==> src/rtl/game_controller.sv <==
// Game flow controller: start screen, timed round, win screens with a
// minimum display hold. All screen changes are aligned to frame edges.

package vga_pkg;
    typedef enum logic [1:0] {
        START    = 2'd0,
        GAME     = 2'd1,
        PLAYER_1 = 2'd2,
        PLAYER_2 = 2'd3
    } screen_t;
endpackage

module game_controller
    import vga_pkg::*;
#(
    parameter int WIN_POINTS   = 10,
    parameter int ROUND_FRAMES = 3600,
    parameter int HOLD_FRAMES  = 300
) (
    input  logic        clk,
    input  logic        rst,
    input  logic        start,
    input  logic        vblnk,
    input  logic [4:0]  points_p1,
    input  logic [4:0]  points_p2,
    output logic [1:0]  screen,
    output logic        game_rst,
    output logic [11:0] frames_left
);

    localparam int HW = (HOLD_FRAMES < 2) ? 1 : $clog2(HOLD_FRAMES + 1);
    localparam logic [5:0] WIN = 6'(WIN_POINTS);

    screen_t       state;
    logic [HW-1:0] hold_cnt;
    logic          pending;
    logic          vblnk_q;
    logic          start_q;
    logic          after_rst;   // masks a start level that was already high at reset release
    logic          frame_edge;
    logic          start_edge;
    logic          p1_hit, p2_hit, p1_ahead, p2_ahead;
    screen_t       verdict;

    assign frame_edge = vblnk & ~vblnk_q;
    assign start_edge = start & ~start_q & ~after_rst;
    assign screen     = state;

    // Round outcome from the scores presented at this frame edge
    always_comb begin
        p1_hit   = ({1'b0, points_p1} >= WIN);
        p2_hit   = ({1'b0, points_p2} >= WIN);
        p1_ahead = (points_p1 > points_p2);
        p2_ahead = (points_p2 > points_p1);
        verdict  = GAME;
        if (p1_hit && p2_hit) begin
            if (p1_ahead)      verdict = PLAYER_1;
            else if (p2_ahead) verdict = PLAYER_2;
        end else if (p1_hit) begin
            verdict = PLAYER_1;
        end else if (p2_hit) begin
            verdict = PLAYER_2;
        end else if (frames_left == 12'd0) begin
            // time up: leader wins, a tie plays on as sudden death
            if (p1_ahead)      verdict = PLAYER_1;
            else if (p2_ahead) verdict = PLAYER_2;
        end
    end

    // Screen FSM with edge detectors, round timer, hold counter and reset pulse
    always_ff @(posedge clk) begin
        if (rst) begin
            state       <= START;
            game_rst    <= 1'b0;
            frames_left <= 12'd0;
            hold_cnt    <= '0;
            pending     <= 1'b0;
            vblnk_q     <= 1'b0;
            start_q     <= 1'b0;
            after_rst   <= 1'b1;
        end else begin
            vblnk_q   <= vblnk;
            start_q   <= start;
            after_rst <= 1'b0;
            game_rst  <= 1'b0;
            case (state)
                START: begin
                    if (frame_edge && pending) begin
                        state       <= GAME;
                        game_rst    <= 1'b1;
                        frames_left <= 12'(ROUND_FRAMES);
                        pending     <= 1'b0;
                    end else if (start_edge) begin
                        pending <= 1'b1;
                    end
                end
                GAME: begin
                    pending <= 1'b0;
                    if (frame_edge) begin
                        if (frames_left != 12'd0)
                            frames_left <= frames_left - 12'd1;
                        state <= verdict;
                        if (verdict != GAME)
                            hold_cnt <= HW'(HOLD_FRAMES);
                    end
                end
                default: begin
                    if (frame_edge && pending) begin
                        state       <= START;
                        game_rst    <= 1'b1;
                        pending     <= 1'b0;
                        frames_left <= 12'd0;
                    end else begin
                        if (frame_edge && hold_cnt != '0)
                            hold_cnt <= hold_cnt - 1'b1;
                        if (start_edge && hold_cnt == '0)
                            pending <= 1'b1;
                    end
                end
            endcase
        end
    end

endmodule

==> config.mk <==
export PLATFORM = sky130hd
export DESIGN_NAME = game_controller
export DESIGN_NICKNAME = d
export VERILOG_FILES = /design/src/rtl/game_controller.sv
export SDC_FILE = /design/constraint.sdc
export NUM_CORES = 1
export LEC_CHECK = 0
export ABC_AREA = 1
export BUFFER_PORTS_ARGS = -buffer_cell sky130_fd_sc_hd__buf_4
export CORE_MARGIN = 1.5
export CORE_UTILIZATION = 33
export CTS_CLUSTER_SIZE = 40
export DETAILED_ROUTE_END_ITERATION = 7
export HOLD_SLACK_MARGIN = 0.02
export MAX_ROUTING_LAYER = met4
export PLACE_DENSITY = 0.51
export REMOVE_ABC_BUFFERS = 1
export SYNTH_ARGS = -nofsm -noshare
export SYNTH_HDL_FRONTEND = slang
export SYNTH_SLANG_ARGS = --single-unit
==> constraint.sdc <==
create_clock -name clk -period 3.6 [get_ports clk]
set_input_delay 0.36 -clock clk [delete_from_list [all_inputs] [get_ports clk]]
set_output_delay 0.36 -clock clk [all_outputs]
set_load 0.01 [all_outputs]
==> results of run 1 <==
## area by class of cell
type,count,area share [%]
Clock buffer,4,2.64
Inverter,40,7.20
Multi-Input combinational cell,189,49.0
Sequential cell,28,26.9
Tap cell,70,4.20
Timing Repair Buffer,28,10.1
## state kept, by name, indices dropped and copies added (netlist names)
register and cells:
hold_cnt 9, start_q 1, screen 2, after_rst 1, game_rst 1, vblnk_q 1
frames_left 12, pending 1
## routing by layer
metal	track usage [%]	share of wire, %	vias up
met1	18.6	50	726
met2	23.9	46	27
li1	-	-	884
met4	4.07	1.2	0
met3	2.87	2.8	7
met5	-	0	-
## path summary, 6_finish.rpt
| path | slack [ps] | to | cells past startpoint |
|---|---|---|---|
| max | 1780 | frames_left[5] | 10 |
| min | 290 | start_q | 3 |
| max reg2reg | 1780 | frames_left[5] | 10 |
| min reg2reg | 490 | hold_cnt[8] | 2 |
## cell families after synthesis
group                    count (synthesis)  share of synthesized area [%]
AND/OR/NAND/NOR                        138                           37.5
flip-flops                              28                           31.8
AO/OA/AOI/OAI                           39                           12.8
XOR/XNOR                                 4                           1.99
adder cells (fa/ha/maj)                  8                           5.68
buffers and inverters                   44                           10.2
## power by group through the flow
stage / Sequential, mW / Combinational [mW] / Clock [mW]
final: 0.334 / 0.179 / 0.199
after global routing: 0.337 / 0.205 / 0.223
after CTS: 0.335 / 0.182 / 0.212
after detailed placement: 0.342 / 0.181 / 0
after global placement: 0.341 / 0.183 / 0
after floorplan: 0.343 / 0.123 / 0
## cells in the final DEF, fill, tap and decap left out, types with 6 or more instances in the layout
master and n:
sky130_fd_sc_hd__nand3_1 24, sky130_fd_sc_hd__ha_1 8, sky130_fd_sc_hd__a21oi_1 23, sky130_fd_sc_hd__o21ai_1 6, sky130_fd_sc_hd__nor2_1 26, sky130_fd_sc_hd__dfxtp_1 28, sky130_fd_sc_hd__buf_4 28, sky130_fd_sc_hd__nand2_2 8
sky130_fd_sc_hd__inv_1 33, sky130_fd_sc_hd__inv_2 7, sky130_fd_sc_hd__nand2_1 60
## critical path: cells and delay by family (launching register included)
kind,cells,cell delay [ps]
buffers and inverters,1,90
DFF,1,470
and+or+nand+nor,9,1200
==> impl_summary.md, run 1 <==
Finish
Compared with the post-synthesis result, the final layout area differs by 18.3%. The final cell area excluding filler cells is ~2100 µm². The count of antenna diodes in the layout is 0. Cells with a size suffix above 1 make up 22.1% of the layout. Summing all multi-input logic gate instances after layout gives around 1000 µm². The final design utilization is about two fifths. Counting the fill cells in the layout gives slightly below 600. The net count of the finished layout is 312. The register area is between 500 and 600 µm². The post-route non-filler standard cell count is ~360.

Timing
Setup repair after global routing left no endpoint under its margin. The final-report max-slew violation count is 0. The count of final setup violators is 0. For the final routed database, the setup TNS stands at 0 ps.

For the finished layout, the period the worst path requires is approximately 1800 ps. Across all hold checks on the routed design, the worst slack comes to around 290 ps. The final number of hold-violating endpoints is 0. Derived from the worst setup path, the maximum achievable clock frequency is around 550 MHz. The least setup slack across all paths after layout is between 1500 and 2000 ps.

The pin slew with the least headroom to its limit is 336 ps. The fraction of the cycle the final worst path needs is about half. The worst-case headroom to the max-slew limit is between 70% and 80%. Across the routed clock network, the largest skew measured is just over 4 ps.

Synth
The main flop type after synthesis is sky130_fd_sc_hd__dfxtp_1. Ranked by total cell area, the synthesized netlist is headed by sky130_fd_sc_hd__dfxtp_1 (32%), sky130_fd_sc_hd__nand2_1 (13%), sky130_fd_sc_hd__inv_1 (7.0%). The total standard cell area after synthesis is 1760 µm².

The warning count from the yosys run is 0. Yosys instantiated no cell more often than sky130_fd_sc_hd__nand2_1. The portion of the post-synthesis area used by sequential elements is 31.8%.

The number of instances in the synthesized netlist is between 200 and 300. In this run, distinct cell masters in the synthesized netlist total 32. In the synthesized netlist, the cells that appear most often are sky130_fd_sc_hd__nand2_1 (60), sky130_fd_sc_hd__inv_1 (33), sky130_fd_sc_hd__dfxtp_1 (28), sky130_fd_sc_hd__nor2_1 (26), sky130_fd_sc_hd__nand3_1 (24). Counting flops with a built-in enable in the synthesized netlist gives 0. The fraction of registers with async set or reset after synthesis is 0%.

The largest area contributor in the netlist is sky130_fd_sc_hd__dfxtp_1. The average cell area after synthesis is 6.75 µm². Summed over its instances, the top area cell type makes up a little under a third of the synthesized netlist area. The synthesis-stage register bit count is 28.

Setup path
The type of the worst setup path is reg -> reg. STA puts the critical path data required time at 3820 ps. The critical path starts at screen[0]. The worst setup path is launched from a flip-flop. Among the stages of the critical path, the cell type that occurs most often is sky130_fd_sc_hd__nand2_2. The slowest cell on the critical path is sky130_fd_sc_hd__dfxtp_1. The worst register-to-register path begins at screen[0]. At the worst endpoint, the arrival time is between 2000 and 2500 ps. The kind of capture point of the worst setup path is a flip-flop. In this run the worst path has a maximum fanout of 12. The delay of the slowest critical-path stage is 470 ps. Walking the worst path, the cells encountered are inv_2 > nor2_4 > nand2_2 > nand2_2 > nand2_2 > nor2_2 > nand3_1 > nand2_1 > nand2_1 > nor2_1.

Die
The die covers 5790 µm². The top-level I/O count is 29. The initial utilization of the core area, before any placement, comes to between 30% and 40%. The floorplan has 26 rows.

From bottom edge to top edge, the die measures 76.1 µm. The die is ~76 µm wide. The floorplan step defined a core boundary enclosing roughly 5100 µm².

Placement
During placement, the flow inserted port buffers numbering 28. The total placed cells including tap cells is 355. In this run the cell area measured after placement is ~2000 µm². The final HPWL from detailed placement is 3010 µm. The post-place setup slack is between 1500 and 2000 ps. The congestion estimate from routability-driven global placement came to 0.841.

Run
Max-cap violations in this run came to 0.

Pwr
The clock power share is approximately 28%. The part of the total power dissipated in sequential elements is approximately 47%. The post-layout total power is 712 µW.

The internal power of the cells is a little under 500 µW. The analysis attributes to net switching a power of between 200 and 250 µW. The analysis attributes to cell leakage a power of between 1 and 1.5 nW. Net switching is 30.8% of the power.

The combinational group share of total power is 25.2%. The power density of the placed cells is between 300 and 400 nW/µm². Across the VDD grid, the largest voltage drop is 0.218 mV.

Routing
In this run the remaining antenna-violating nets after routing total 0. The detailed-route vias per instance is 4.58. Wires add up to approximately 3900 µm.

After detailed routing, the number of remaining DRC violations is 0. The routed layout has between 1500 and 2000 vias. The wire length per cell is 10.8 µm. The number of DRC markers after the initial detailed-route iteration is 43. The first-pass iteration count of the detailed router is 4.

Clock tree
For this design, the CTS-stage hold fixing added 0 buffers. The clock sink count is 28. The clock network latency to the later pin of the worst-skew pair is around 280 ps.

The tree is rooted in a sky130_fd_sc_hd__clkbuf_8. Clock-pin slew was measured on the worst setup and hold paths at 100 ps. TritonCTS built the clock tree. CTS built an H-tree with a depth of 1. The post-CTS resize count is 0. The setup fix buffers added after clock tree synthesis is 0. In this run, CTS created clock tree buffers numbering 3. The clock passes through at most 2 buffers.

GRT
Entering global routing, the biggest net connects 22 pins. The number of global-route vias before repair was roughly 1500. The first global-routing pass estimated ~7000 µm of wire. Global routing used 14.7% of the available tracks. The number of antenna violations at the first check in global routing is 0. The sum of overflow across all layers after global routing is 0.

Worst hold path
The worst hold path begins at start. The type of the most critical hold path is in -> reg.

Status
The run finished with clean final reports.
No activity file was read; power rests on OpenSTA's default activity.
==> inputs of run 2 (changes only) <==
Settings changed: PLACE_DENSITY 0.51 to 0.53.
Clock period 3.6 ns to 1.46 ns, I/O delays scaled along.
==> impl_summary.md, run 2 (same netlist as run 1, synthesis figures left out) <==
Timing
The worst-case headroom to the max-slew limit is just under 80%. The routed design could run at a clock period as short as ~1400 ps. Setup repair after global routing could not meet its margin everywhere. Setup violations remaining at the end of the flow were counted as 0.

The pin slew with the least headroom to its limit is roughly 330 ps. The final setup TNS is 0 ps. The final number of hold-violating endpoints is 0. Dividing the final minimum period by the clock period gives approximately 100%. The final-report max-slew violation count is 0.

Timing would allow up to 705 MHz. The final setup skew is between 4 and 5 ps.

Routing
The pre-antenna-repair detailed-routing pass consisted of 4 iterations. The number of antenna-violating nets in the routed design is 0. The residual DRC count is 0. The number of DRC markers after the initial detailed-route iteration is 66. The routed layout has approximately 1800 vias. Dividing the detail-routed wire length by the instance count gives about 11 µm. The detailed-route vias per instance is 4.57.

The total detailed-routing wirelength is 4230 µm.

Clock tree
CTS built an H-tree with a depth of 1. The TritonCTS clock tree is yes. The clock network latency to the later pin of the worst-skew pair is about 280 ps. Clock-pin slew was measured on the worst setup and hold paths at approximately 100 ps. For this design, the CTS-stage hold fixing added 0 buffers. The clock net in this run drives a total of 28 sinks. The total clock buffers created by CTS is 3.

The clock root buffer is sky130_fd_sc_hd__clkbuf_8. The largest buffer count on any clock path is 2.

Finish
The most flop-heavy register is frames_left. The final design utilization is between 40% and 50%. The top cell types in the final layout, fill and taps aside, are sky130_fd_sc_hd__buf_4 (56), sky130_fd_sc_hd__nand2_1 (55), sky130_fd_sc_hd__inv_1 (27). The register area is about 570 µm². Leaving out fill and tap cells, the most frequent cell in the layout is sky130_fd_sc_hd__buf_4. The count of antenna diodes in the layout is 0. The ratio of cells with drive above 1 in the final layout is approximately two fifths. Compared with the post-synthesis result, the final layout area differs by 42.0%. The number of flip-flops in the largest register is 12. The filler cell count is about 540.

The multi-input gate area in the final layout is ~1200 µm². The net count of the finished layout is around 350.

Placement
At the end of routability-driven placement, the weighted congestion stood at 0.876. The final HPWL from detailed placement is ~3100 µm. The count of buffers from port buffering is 28.

Setup path
Among the stages of the critical path, the cell type that occurs most often is sky130_fd_sc_hd__nand2_4. For this design, the slowest cell found on the critical path is sky130_fd_sc_hd__dfxtp_1. The maximum fanout count along the critical path is 6. The type of the worst setup path is reg -> reg. The kind of capture point of the worst setup path is a flip-flop. At the worst endpoint, the arrival time is 1600 ps.

At the worst endpoint, the required time is 1640 ps. The startpoint type of the worst setup path is a flip-flop. The critical path goes through nor2_1 > nand2_2 > nor2_4 > nand2_2 > nand2_4 > nand2_4 > nand3_4 > nand2_4 > o21ai_2 > inv_1. For this run, the slowest stage of the critical path takes around 360 ps.

Die
The horizontal die dimension is roughly 76 µm. The floorplan has 26 rows. The area of the core is around 5100 µm². The die outline area is 5790 µm². The die is between 70 and 80 µm tall. Pin placement for this block handled 29 I/O pins. The starting utilization of the core area is about a third.

GRT
Entering global routing, the biggest net connects 22 pins. The first global-routing pass estimated around 7300 µm of wire. The number of global-route vias before repair is between 1500 and 2000. The number of antenna violations at the first check in global routing came to 0. The overall global routing resource usage is 15.6%. The sum of overflow across all layers after global routing is 0.

Pwr
The static power due to leakage is around 1.2 nW. Of the total power, the clock network draws 25.8%. The internal portion of the total power is approximately 1.3 mW.

The worst-case IR drop observed on VDD is around 0.52 mV. The post-layout total power is ~1.9 mW. Of the total power, the share spent switching nets is a little under a third.

The power density of the placed cells is 764 nW/µm². The share of total power dissipated in sequential elements is between 40% and 50%. The share of total power dissipated in combinational logic is between 30% and 40%.

The net switching power is about 600 µW.

Worst hold path
The tightest min-delay check is of the in -> reg type.

Status
The run finished with clean final reports.

Run
The max capacitance violation total is 0.
[run 2: path summary, 6_finish.rpt]
path	start	to	slack (ps)	cells after the start
min	start	start_q	70	3
min reg2reg	hold_cnt[8]	hold_cnt[8]	480	2
max reg2reg	frames_left[2]	hold_cnt[0]	40	10
max	frames_left[2]	hold_cnt[0]	40	10
[run 2: repair_timing]
item	4_1_cts	5_1_grt
cloned	2	1
buffers inserted	0	1
pin swaps	3	15
resized for setup	6	48
endpoints found under the setup margin	13	22
[run 2: power groups by stage]
stage / registers, mW / logic (mW) / clock network [mW]
2_1_floorplan: 0.846 / 0.304 / 0
3_3_place_gp: 0.834 / 0.504 / 0
3_5_place_dp: 0.834 / 0.507 / 0
4_1_cts: 0.817 / 0.523 / 0.513
5_1_grt: 0.825 / 0.667 / 0.549
6_report: 0.819 / 0.601 / 0.493
[run 2: critical path, delay by kind of cell (launching register included)]
kind | cells | cell delay [ps]
buf+inv | 1 | 40
simple gates | 8 | 790
compound gates | 1 | 130
flops | 1 | 360
[run 2: metrics by stage]
step           area, µm²  worst slack (ps)  instances  hold slack, ps
4_1_cts             2340              1.67        390            69.3
2_1_floorplan       1730              -119        257             174
3_3_place_gp        2250             -58.2        384             360
5_1_grt             2500             -51.4        392            75.8
3_5_place_dp        2250              -127        384             365
6_report            2500              42.4        392            74.1
[run 2: final cells by class]
cell class                      instances  area share (%)
Clock buffer                            4            2.20
Inverter                               40            6.20
Multi-Input combinational cell        192            47.8
Sequential cell                        28            22.6
Tap cell                               70            3.50
Timing Repair Buffer                   58            17.7
[run 2: routing by layer]
metal	part of all wire [%]	GRT usage [%]	up-vias
met5	0	-	-
met1	48	18.2	806
met4	0.90	3.89	0
li1	-	-	962
met3	2.6	3.11	4
met2	49	27.4	21
==> inputs of run 3 (changes only) <==
Settings changed: HOLD_SLACK_MARGIN 0.02 to 0.1.
==> impl_summary.md, run 3 (same netlist as run 1, synthesis figures left out) <==
Clock tree
The total clock buffers created by CTS is 3. The clock-pin slew on the worst setup and hold paths is 100 ps. Clock tree synthesis selected as its root buffer the cell sky130_fd_sc_hd__clkbuf_8. For this design, the sink count on the clock tree is 28. TritonCTS built the clock tree. The number of H-tree branching levels is 1. The clock network latency to the later pin of the worst-skew pair is between 200 and 300 ps. The longest clock path from root to sink contains 2 buffers.

Setup path
The most frequent cell on the critical path is sky130_fd_sc_hd__nand2_4. The start of the worst register-to-register path is frames_left[2]. For the worst flop-to-flop path, the logic depth is 10. The endpoint identified for the worst register-to-register timing path is hold_cnt[0].

Data on the critical path arrives at its endpoint at ~1600 ps. The startpoint type of the worst setup path is a flip-flop. The type of the worst setup path is reg -> reg. The number of buffer and inverter instances along the worst setup path is 1.

The slowest stage of the critical path belongs to the cell sky130_fd_sc_hd__dfxtp_1. Traced cell by cell, the critical path runs through nor2_1 > nand2_2 > nor2_4 > nand2_2 > nand2_4 > nand2_4 > nand3_4 > nand2_4 > o21ai_2 > inv_1. The required time at the endpoint of the critical path is around 1600 ps. The cell family contributing the most delay on the critical path is simple AND/OR/NAND/NOR gates.

The delay of the slowest critical-path stage is between 300 and 400 ps. The maximum fanout count along the critical path is 6. The kind of capture point of the worst setup path is a flip-flop. Across all register-to-register paths, the minimum setup slack is 40 ps.

GRT
The number of antenna violations at the first check in global routing is 0. Entering global routing, the biggest net connects 22 pins. The wire length of the first global-routing pass is approximately 7300 µm. Across every metal layer, demand over resource in global routing totals about 16%. The sum of overflow across all layers after global routing is 0. The number of global-route vias before repair is 1727.

Routing
In this run, the number of DRC markers left after iteration 0 of detailed routing was 55. The detail route stage leaves a number of antenna-violating nets equal to 0. In the final routed layout, each cell accounts on average for approximately 11 µm. The first-pass iteration count of the detailed router is 4. In the routed layout, each cell is associated on average with a via count of 4.57. After detailed routing, the total wire length is 4260 µm. The residual DRC count is 0. The total via count after detailed routing is around 1800.

Worst hold path
Along the worst hold path, the cell count comes to 1. In this run the worst hold path is classified as in -> reg. The worst min-delay path startpoint is rst. The worst min-delay path endpoint is after_rst.

Finish
The count of antenna diodes in the layout is 0. The filler cell count is between 500 and 600. Measured on the finished design, the core utilization comes to just under 50%. In the layout the commonest cells are sky130_fd_sc_hd__buf_4 (56), sky130_fd_sc_hd__nand2_1 (55), sky130_fd_sc_hd__inv_1 (27).

The post-route netlist has 41.4% of its cells at a drive strength greater than 1. The number of flip-flops in the largest register is 12. Leaving out fill and tap cells, the most frequent cell in the layout is sky130_fd_sc_hd__buf_4. For this run, the post-layout net count is 347.

The synthesis-to-layout area growth is 43.2%. The most flop-heavy register is frames_left.

Pwr
For this design the ratio of total power to cell area is 760 nW/µm². Across the VDD grid, the largest voltage drop is ~0.52 mV. The static power due to leakage is ~1.2 nW.

Timing
The final-report max-slew violation count is 0. The final setup skew is 4.38 ps. The count of final setup violators is 0. The peak clock frequency supported by timing is roughly 710 MHz. After routing, the total negative slack on setup checks comes to 0 ps. The worst-case headroom to the max-slew limit is 77.9%. Setup repair after global routing could not meet its margin everywhere.

The worst path needs ~1400 ps of the cycle, external delays included. In the finished design, the share of the clock period the worst path needs comes to 97.1%. For the pin with the worst max-slew slack, the measured transition is between 300 and 400 ps. Setup slack closes at roughly 43 ps.

The final number of hold-violating endpoints is 0.

Die
The die covers a little under 6000 µm². In this run the core area contains 26 standard-cell rows. The region available for standard cell placement spans 5140 µm². The height of the die is between 70 and 80 µm.

Once the floorplan was initialized, standard cells occupied between 30% and 40% of the core. The horizontal die dimension is 76.1 µm. 29 I/O pins were placed.

Placement
The post-place setup slack is -127 ps. The final HPWL from detailed placement is roughly 3100 µm. The placer congestion estimate is roughly 0.9. In this run the tool buffered the top-level ports with 28 buffer cells.

Run
Across the run, the number of max-cap violations was 0.

Status
The run finished with clean final reports.
[run 3: area by class of cell]
type	instances	area, µm²	share of cell area [%]
repair buffers	60	463	18.4
multi-input cells	192	1200	47.4
well taps	70	87.6	3.47
flip-flops and latches	28	566	22.4
inverters	40	155	6.15
clock buffers	4	55.1	2.18
[run 3: per-stage QoR]
step	cell area, µm²	hold slack (ps)	instances	power, mW
floorplan	1730	174	257	1.15
global placement	2250	360	384	1.34
detailed placement	2250	365	384	1.34
CTS	2360	141	392	1.86
global route	2520	151	394	2.05
finish	2520	159	394	1.92
[run 3: worst reg2reg max path, cell delays in order (launching register included)]
cell	delay [ps]
sky130_fd_sc_hd__dfxtp_1	360
sky130_fd_sc_hd__nor2_1	170
sky130_fd_sc_hd__nand2_2	120
sky130_fd_sc_hd__nor2_4	110
sky130_fd_sc_hd__nand2_2	70
sky130_fd_sc_hd__nand2_4	70
sky130_fd_sc_hd__nand2_4	60
sky130_fd_sc_hd__nand3_4	110
sky130_fd_sc_hd__nand2_4	90
sky130_fd_sc_hd__o21ai_2	130
sky130_fd_sc_hd__inv_1	40
[run 3: worst max path at each step]
stage / from / endpoint / slack [ps] / cells after the start
2_1_floorplan: screen[0] / frames_left[5] / -120 / 9
3_3_place_gp: points_p1[4] / hold_cnt[1] / -60 / 14
3_5_place_dp: points_p1[4] / hold_cnt[6] / -130 / 11
4_1_cts: frames_left[0] / hold_cnt[0] / 2 / 11
5_1_grt: frames_left[4] / hold_cnt[0] / -50 / 10
6_report: frames_left[2] / hold_cnt[0] / 40 / 10
[run 3: layer usage]
metal	global-route usage, %	wire, µm	vias to the layer above
met4	3.89	38	0
met1	18.2	2030	811
met5	-	0	-
li1	-	-	966
met2	27.7	2080	21
met3	3.11	106	4
[run 3: where the power goes]
part	internal (mW)	switching [mW]	total, mW
clock	0.242	0.251	0.493
sequential	0.797	0.0219	0.819
combinational	0.271	0.335	0.605
total	1.31	0.608	1.92
[run 3: repair_timing]
item | in CTS | in global routing
setup endpoints to repair | 13 | 22
setup buffers | 0 | 1
hold buffers | 2 | 0
endpoints found under the hold margin | 2 | 0
resized for setup | 6 | 48
gates cloned | 2 | 1
pin swaps | 3 | 15
